`src/rtl/adc_controller.sv`:
```
`default_nettype none
`timescale 1ns/1ps
// ============================================================================
// Module      : adc_controller
// Description : Conversion sequencer for a serial-output SAR ADC. A start
//               request pulses CNVST low, waits for BUSY to drop, then clocks
//               16 bits out of SDOUT (MSB first) and presents them on data
//               with a one-cycle data_enable strobe. A sticky error flag
//               records protocol misuse and ADC read errors.
//
// Parameters  : SCLK_HALF     clk_in cycles per SCLK high / low phase (>= 1)
//               CNV_CYCLES    clk_in cycles CNVST is held low (>= 1)
//               BUSY_TIMEOUT  maximum clk_in cycles spent waiting for BUSY low
//
// Ports       : clk_in       system clock, rising edge
//               reset        asynchronous active-high reset
//               start        one-cycle conversion request
//               data_enable  one-cycle strobe, data valid
//               error        sticky error flag (cleared only by reset)
//               data[15:0]   last converted sample
//               SCLK, CNVST, RD, CS, RESET, OB2C, PD   ADC control pins
//               SDOUT, RDERROR, BUSY                   ADC status / data pins
//
// Options     : ADC_BUSY_TIMEOUT_EN  when defined, a BUSY wait lasting
//               BUSY_TIMEOUT cycles aborts to IDLE and sets error. When
//               undefined the controller waits for BUSY indefinitely.
//
// Revision    : 1.0  initial release
// ============================================================================
module adc_controller #(
    parameter int SCLK_HALF    = 2,
    parameter int CNV_CYCLES   = 4,
    parameter int BUSY_TIMEOUT = 1023
) (
    input  logic        clk_in,
    input  logic        reset,
    input  logic        start,
    output logic        data_enable,
    output logic        error,
    output logic [15:0] data,
    output logic        SCLK,
    output logic        CNVST,
    output logic        RD,
    output logic        CS,
    output logic        RESET,
    output logic        OB2C,
    output logic        PD,
    input  logic        SDOUT,
    input  logic        RDERROR,
    input  logic        BUSY
);

    // Shared down-counter covers both the CNVST low time and SCLK phases.
    localparam int c_CNT_MAX = (CNV_CYCLES > SCLK_HALF) ? CNV_CYCLES : SCLK_HALF;
    localparam int c_CNT_W   = $clog2(c_CNT_MAX + 1);

    // Elapsed-cycle counter for WAIT_BUSY; wide enough to reach the timeout
    // value and the blanking threshold. Saturates so it never wraps.
    localparam int                c_WAIT_W   = $clog2(BUSY_TIMEOUT + 3);
    localparam logic [c_WAIT_W-1:0] c_WAIT_MAX = '1;
    localparam logic [c_WAIT_W-1:0] c_BLANK    = c_WAIT_W'(2);

    localparam logic [2:0] c_RST_HOLD = 3'd4;

    typedef enum logic [2:0] {
        S_IDLE      = 3'd0,
        S_CONV      = 3'd1,
        S_WAIT_BUSY = 3'd2,
        S_READ      = 3'd3,
        S_DONE      = 3'd4
    } state_t;

    state_t                r_state;
    logic [c_CNT_W-1:0]    r_cnt;
    logic [c_WAIT_W-1:0]   r_wait_cnt;
    logic [4:0]            r_bit_cnt;
    logic [15:0]           r_shift;
    logic [2:0]            r_rst_cnt;
    logic [15:0]           r_data;
    logic                  r_data_en;
    logic                  r_error;
    logic                  r_sclk;
    logic                  r_cnvst;
    logic                  r_cs;
    logic                  r_reset_out;

    logic                  w_busy_ready;

    // BUSY is ignored for the first two WAIT_BUSY cycles; it may not have
    // risen yet right after CNVST returns high.
    assign w_busy_ready = (r_wait_cnt >= c_BLANK) && !BUSY;

`ifdef ADC_BUSY_TIMEOUT_EN
    logic                  w_timeout;
    assign w_timeout = (r_wait_cnt == c_WAIT_W'(BUSY_TIMEOUT - 1));
`endif

    always_ff @(posedge clk_in or posedge reset) begin
        if (reset) begin
            r_state     <= S_IDLE;
            r_cnt       <= '0;
            r_wait_cnt  <= '0;
            r_bit_cnt   <= '0;
            r_shift     <= '0;
            r_rst_cnt   <= c_RST_HOLD;
            r_data      <= '0;
            r_data_en   <= 1'b0;
            r_error     <= 1'b0;
            r_sclk      <= 1'b0;
            r_cnvst     <= 1'b1;
            r_cs        <= 1'b1;
            r_reset_out <= 1'b1;
        end else begin
            r_data_en <= 1'b0;

            // Hold the ADC RESET pin for a fixed number of cycles after release.
            if (r_rst_cnt != 3'd0) begin
                r_rst_cnt <= r_rst_cnt - 3'd1;
                if (r_rst_cnt == 3'd1) begin
                    r_reset_out <= 1'b0;
                end
            end

            // A request arriving outside IDLE (including the edge that enters
            // DONE) is dropped and flagged.
            if (start && (r_state != S_IDLE)) begin
                r_error <= 1'b1;
            end

            if ((r_state == S_READ) && RDERROR) begin
                r_error <= 1'b1;
            end

            case (r_state)
                S_IDLE: begin
                    r_cnvst <= 1'b1;
                    r_cs    <= 1'b1;
                    r_sclk  <= 1'b0;
                    // Requests during the ADC reset hold are silently ignored.
                    if (start && !r_reset_out) begin
                        r_state <= S_CONV;
                        r_cnvst <= 1'b0;
                        r_cnt   <= c_CNT_W'(CNV_CYCLES - 1);
                    end
                end

                S_CONV: begin
                    if (r_cnt == '0) begin
                        r_cnvst    <= 1'b1;
                        r_wait_cnt <= '0;
                        r_state    <= S_WAIT_BUSY;
                    end else begin
                        r_cnt <= r_cnt - c_CNT_W'(1);
                    end
                end

                S_WAIT_BUSY: begin
                    if (w_busy_ready) begin
                        r_state   <= S_READ;
                        r_cs      <= 1'b0;
                        r_sclk    <= 1'b1;
                        r_cnt     <= c_CNT_W'(SCLK_HALF - 1);
                        r_bit_cnt <= '0;
                    end
`ifdef ADC_BUSY_TIMEOUT_EN
                    else if (w_timeout) begin
                        r_error <= 1'b1;
                        r_state <= S_IDLE;
                    end
`endif
                    else if (r_wait_cnt != c_WAIT_MAX) begin
                        r_wait_cnt <= r_wait_cnt + c_WAIT_W'(1);
                    end
                end

                S_READ: begin
                    if (r_cnt != '0) begin
                        r_cnt <= r_cnt - c_CNT_W'(1);
                    end else if (r_sclk) begin
                        // High-to-low SCLK edge: capture the bit the ADC
                        // has been presenting during the high phase.
                        r_sclk    <= 1'b0;
                        r_shift   <= {r_shift[14:0], SDOUT};
                        r_bit_cnt <= r_bit_cnt + 5'd1;
                        r_cnt     <= c_CNT_W'(SCLK_HALF - 1);
                    end else if (r_bit_cnt == 5'd16) begin
                        // Low phase of the 16th period finished.
                        r_state   <= S_DONE;
                        r_cs      <= 1'b1;
                        r_data    <= r_shift;
                        r_data_en <= 1'b1;
                    end else begin
                        r_sclk <= 1'b1;
                        r_cnt  <= c_CNT_W'(SCLK_HALF - 1);
                    end
                end

                S_DONE: begin
                    r_state <= S_IDLE;
                end

                default: begin
                    r_state <= S_IDLE;
                end
            endcase
        end
    end

    assign data_enable = r_data_en;
    assign error       = r_error;
    assign data        = r_data;
    assign SCLK        = r_sclk;
    assign CNVST       = r_cnvst;
    assign CS          = r_cs;
    assign RESET       = r_reset_out;

    // Fixed strap pins: straight-binary output, powered up, serial read mode.
    assign OB2C        = 1'b1;
    assign PD          = 1'b0;
    assign RD          = 1'b0;

endmodule
`default_nettype wire

```
`config.mk`:
```
export PLATFORM = sky130hd
export DESIGN_NAME = adc_controller
export DESIGN_NICKNAME = d
export VERILOG_FILES = /design/src/rtl/adc_controller.sv
export SDC_FILE = /design/constraint.sdc
export NUM_CORES = 1
export LEC_CHECK = 0
export CORE_AREA = 2 2 113 115
export CTS_BUF_LIST = sky130_fd_sc_hd__clkbuf_16
export CTS_CLUSTER_DIAMETER = 30
export CTS_CLUSTER_SIZE = 24
export DETAILED_ROUTE_END_ITERATION = 8
export DIE_AREA = 0 0 115 117
export PLACE_DENSITY_LB_ADDON = 0.3
export SLEW_MARGIN = 20
export SYNTH_ARGS = -nofsm -noshare
export SYNTH_HDL_FRONTEND = slang
export SYNTH_SLANG_ARGS = --single-unit
```
`constraint.sdc`:
```
create_clock -name clk_in -period 2.9 [get_ports clk_in]
set_input_delay 0.58 -clock clk_in [delete_from_list [all_inputs] [get_ports clk_in]]
set_output_delay 0.58 -clock clk_in [all_outputs]
set_load 0.05 [all_outputs]
```
Word level (Yosys, flattened, before mapping) --
Cells that the tools add are included.
Storage, ports and cells: register bits 63, input bits 6, output and inout bits 25
Operators by class: $add $sub $neg 4, magnitude comparators 1, equal/unequal tests 17, mux-type cells 41, bitwise operators 2, reductions and logical operators 27
Operators by type and width (count):
- $mux 3 | 12
- $mux 11 | 3
- $pmux 3 s4 | 2
- $pmux 11 s2 | 1
- $ne 2x2->1 const B | 9
- $mux 1 | 16
- $mux 5 | 3
- $reduce_and 4->1 | 3
- $reduce_bool 3->1 | 4
- $add 11x1->11 const B | 1
- $ge 11x2->1 const B | 1
- $ne 11x11->1 const B | 1
- $pmux 5 s2 | 1
- $reduce_and 5->1 | 2
- $reduce_bool 2->1 | 4
- $eq 3x1->1 const B | 2
- $eq 3x2->1 const B | 2
- $logic_not 3->1 | 2
- $pmux 1 s3 | 2
- $reduce_and 3->1 | 2
- $reduce_and 6->1 | 1
- $sub 3x1->3 const B | 2
- $add 5x1->5 const B | 1
- $eq 5x5->1 const B | 1
- other kinds (8) | 14

Depth between registers and ports, before layout --
depth after elaboration 5, mapped depth 9

Least setup slack after synthesis --
Ideal clock, no wire load.
path kind reg-to-reg, start register r_bit_cnt[0], end register r_data[10], in the netlist data[10], setup time 0.128 ns, arrival time 2.084 ns, data required time 2.772 ns, slack 0.688 ns, stages on the path, launching flop included 7, buffers on the path 1, path through dfrtp_1 -> inv_1 -> ha_1 -> nor4bb_1 -> nor4b_4 -> buf_2 -> mux2_1
Between the ends: longest elaborated chain between the ends 2
Ends and longest elaborated chain:
- from (decl) | RTL line 76 | logic [4:0] r_bit_cnt;
- from (signal assigned) | RTL line 184 | r_bit_cnt <= r_bit_cnt + 5'd1;
- $eq 5x5->1 | RTL line 186 | end else if (r_bit_cnt == 5'd16) begin
- $reduce_and 4->1 (no line)
- to (signal assigned) | RTL line 190 | r_data <= r_shift;
- to (decl) | RTL line 79 | logic [15:0] r_data;
No other way between the ends. A chain may end at the register's enable or synchronous reset.

Final worst setup path --
start register r_wait_cnt[0], end register r_wait_cnt[6]
Between the ends: longest elaborated chain between the ends 4
Ends and longest elaborated chain:
- from (decl) | RTL line 75 | logic [c_WAIT_W-1:0] r_wait_cnt;
- from (signal assigned) | RTL line 172 | r_wait_cnt <= r_wait_cnt + c_WAIT_W'(1);
- $add 11x1->11 / $ge 11x2->1 (equally long branches) | RTL line 172, 91
- $mux 11 / $logic_and 1x1->1 (equally long branches) | RTL line 171, 91
- $mux 11 / $ne 2x2->1 (equally long branches)
- $pmux 11 s2 / $reduce_and 4->1 (equally long branches)
Several ways; a longest one is shown, not always the timed one. The select of a mux whose other input is x is not followed.

==> summary.md <==
| Metric | Value |
|---|---|
| Std-Cell Core Area | `12,300 sq um` |
| Synth top area share | `between 40 and 50%` |
| Reg2reg start | `r_wait_cnt[0]` |
| Crit path time final | `about 2.6 ns` |
| Num CTS Buffers | `9` |
| Drt total wl | `about 5800 um` |
| Most common cell in the netlist | `dfrtp_1` |
| Max stage delay on crit path | `between 0.6 and 0.7 ns` |
| Total grt overflow | `0` |
| Chip Height | `between 100 and 150 um` |
| Slew margin rel. | `52.2%` |
| Synth warn | `0` |
| Commonest cells in the netlist | `dfrtp_1, mux2_1, nor2_1, nand2_1, o21ai_1` |
| CP bufs+invs | `1` |
| IO Count | `31` |
| CTS tree | `done` |
| Post-Syn Instances | `260` |
| Tot GR Track Use | `about 9.7%` |
| Post-synth cell types | `between 50 and 60` |
| Period utilization | `just over 90%` |
| Remaining DRCs | `0` |
| Via count | `about 2.0k` |
| Pin count of the biggest net entering global routing | `33` |
| Crit-path max FO | `16` |
| Sink Count | `63` |
| Fraction of layout cells with a size suffix above 1 | `11.4%` |
| Finished Cell Area | `approximately 3800 sq um` |
| CP endpoint kind | `flop` |
| FFs w/ async S/R, synth | `100%` |
| Placed cell area | `around 3400 sq um` |
| WHS Path Cells | `1` |
| Die area | `roughly 13,000 sq um` |
| Final Hold Fails | `0` |
| Vias in the first global route | `around 2.1k` |
| Max Cap Violations | `0` |
| 1st-iter DRT viols | `54` |
| Layout Nets | `309` |
| Post-synth EDFFs | `0` |
| Worst R2R Setup Slack | `approximately 0.26 ns` |
| Initial antenna violation count | `0` |
| Antenna viol nets, final | `0` |
| CP startpoint | `r_wait_cnt[0]` |
| Ranking of synthesized cells by area | `dfrtp_1, mux2_1, ha_1` |
| Worst Hold Launch | `data[11]` |
| Reg2reg end | `r_wait_cnt[6]` |
| Main synth FF type | `dfrtp_1` |
| Multi-input gate area | `roughly 1300 sq um` |
| Buffer count from post-CTS setup fixing | `0` |
| Worst vdd ir | `0.308 mV` |
| Fin util | `a little under a third` |
| Hold bufs inserted after CTS | `0` |
| CP max-delay cell | `or4_1` |
| Worst Hold End | `data[11]` |
| Req. time, crit path | `between 3 and 4 ns` |
| TNS Setup | `0 ns` |
| Top Usage Layer GRT | `met2` |
| GP Congestion | `a little under 0.8` |
| Reg clk slew, reported paths | `0.06 ns` |
| Status | `completed` |
| Final Max Tran Viols | `0` |
| Worst Path Arrival | `about 2.9 ns` |
| Dpl hpwl | `between 3000 and 4000 um` |
| Resized Gates After CTS | `0` |
| RSZ-0062 raised after global routing | `false` |
| M3 GR Usage | `between 1.5 and 2%` |
| CP Class | `flop to flop` |
| Clk_lat worst skew | `between 0.3 and 0.4 ns` |
| # fillers | `around 1.3k` |
| Met2 Use GR | `roughly 14%` |
| Starting density of the core | `between 20% and 30%` |
| Power consumption | `about 3.0 mW` |
| Met1 usage | `between 10% and 20%` |
| Sequential area share after synthesis | `52.8%` |
| Drt wl/cell | `12.8 um` |
| Longest Clk Path Bufs | `2` |
| Peak Freq | `between 0.3 and 0.4 GHz` |
| Storage cell area | `approximately 1600 sq um` |
| Avg Vias per Cell | `approximately 4.5` |
| Num rows | `41` |
| Post-Syn Area per Cell | `approximately 12 sq um` |
| Dominant cell type by area after synthesis | `dfrtp_1` |
| Register-to-Register Path Depth | `7` |
| H-tree levels | `3` |
| Diode count | `0` |
| Port Buffers | `27` |
| Final setup fails | `0` |
| Pre-Repair DR Iteration Count | `4` |
| Worst Hold Class | `flop to flop` |
| CP most frequent cell | `or4_1` |
| CP cell instances | `inv_1 -> ha_1 -> nor4_2 -> a311oi_2 -> or4_1 -> or4_1 -> a21oi_1` |
| Hold Slack | `about 0.48 ns` |
| Worst-margin pin slew | `0.716 ns` |
| PwrDens | `809 nW/um^2` |
| CTS root buf | `clkbuf_16` |
| Top delay family on crit path | `simple AND/OR/NAND/NOR gates` |
| Synth Cell Area | `between 2000 and 3000 sq um` |
| First-pass GRT wire length | `roughly 10,000 um` |
| Skew final | `approximately 0.0078 ns` |
| Startpoint types | `flop` |
| Register bit total from synthesis | `63` |
| Die Wd | `roughly 120 um` |
| Leakage | `about 1.7 nW` |
| Syn-to-layout area delta | `25.8%` |
final cells by class:
type	instances	share of cell area (%)
Sequential cell	63	42.0
Inverter	13	1.30
Clock buffer	9	5.98
Clock inverter	7	2.52
Timing Repair Buffer	33	8.70
Multi-Input combinational cell	173	34.5
Tap cell	150	4.98
report_power, final:
group | leakage (nW) | switching (mW) | internal [mW]
combinational | 0.724 | 0.402 | 0.300
sequential | 0.825 | 0.146 | 1.04
clock | 0.157 | 0.403 | 0.753
total | 1.71 | 0.951 | 2.10
sequential cells by signal, summed over array words and instances, names as in the netlist:
signal and cells:
data 16, r_shift 16, CNVST 1, error 1, data_enable 1, r_wait_cnt 11, RESET 1, r_state 3
r_rst_cnt 3, r_bit_cnt 5, CS 1, SCLK 1, r_cnt 3
metrics by stage:
stage | setup slack [ns] | instances
CTS | 0.288 | 448
finish | 0.261 | 448
floorplan | 0.688 | 261
global route | 0.0795 | 448
global placement | 0.346 | 432
detailed placement | 0.298 | 432
metal layers:
metal	routed length (um)	part of all wire, %
met3	197	3.4
met4	118	2.1
met5	0	0
met1	2960	51
met2	2480	43
cells by family (layout without fill, tap and decap cells):
| kind of cell | after synthesis | after routing | synth area share (%) |
|---|---|---|---|
| flops | 63 | 63 | 52.8 |
| simple gates | 72 | 72 | 14.1 |
| buf+inv | 25 | 62 | 3.84 |
| fa+ha+maj | 10 | 10 | 4.18 |
| xor+xnor | 4 | 4 | 1.17 |
| other cells | 2 | 3 | 0.251 |
| compound gates | 47 | 47 | 9.86 |
| mux | 37 | 37 | 13.7 |
worst max-delay path by stage:
| stage | depth (start not counted) | end |
|---|---|---|
| 2_1_floorplan | 6 | data[10] |
| 3_3_place_gp | 5 | r_wait_cnt[6] |
| 3_5_place_dp | 7 | r_wait_cnt[6] |
| 4_1_cts | 7 | r_wait_cnt[6] |
| 5_1_grt | 7 | r_wait_cnt[6] |
| 6_report | 7 | r_wait_cnt[6] |
worst register-to-register path: stages (launching register included):
cell and delay, ns:
dfrtp_1 0.41, inv_1 0.07, ha_1 0.20, nor4_2 0.32, a311oi_2 0.23, or4_1 0.69
or4_1 0.49, a21oi_1 0.15
cell usage in the layout, fill, tap and decap left out, types with 9 or more instances in the layout:
master	Yosys	routed
nand2_1	14	14
clkbuf_16	0	9
o21ai_1	14	14
clkdlybuf4s50_1	0	27
mux2_1	30	30
dfrtp_1	59	59
inv_1	13	12
nor2_1	17	17
a21oi_1	11	11
ha_1	10	10
Power figures use the tool's default switching activity.
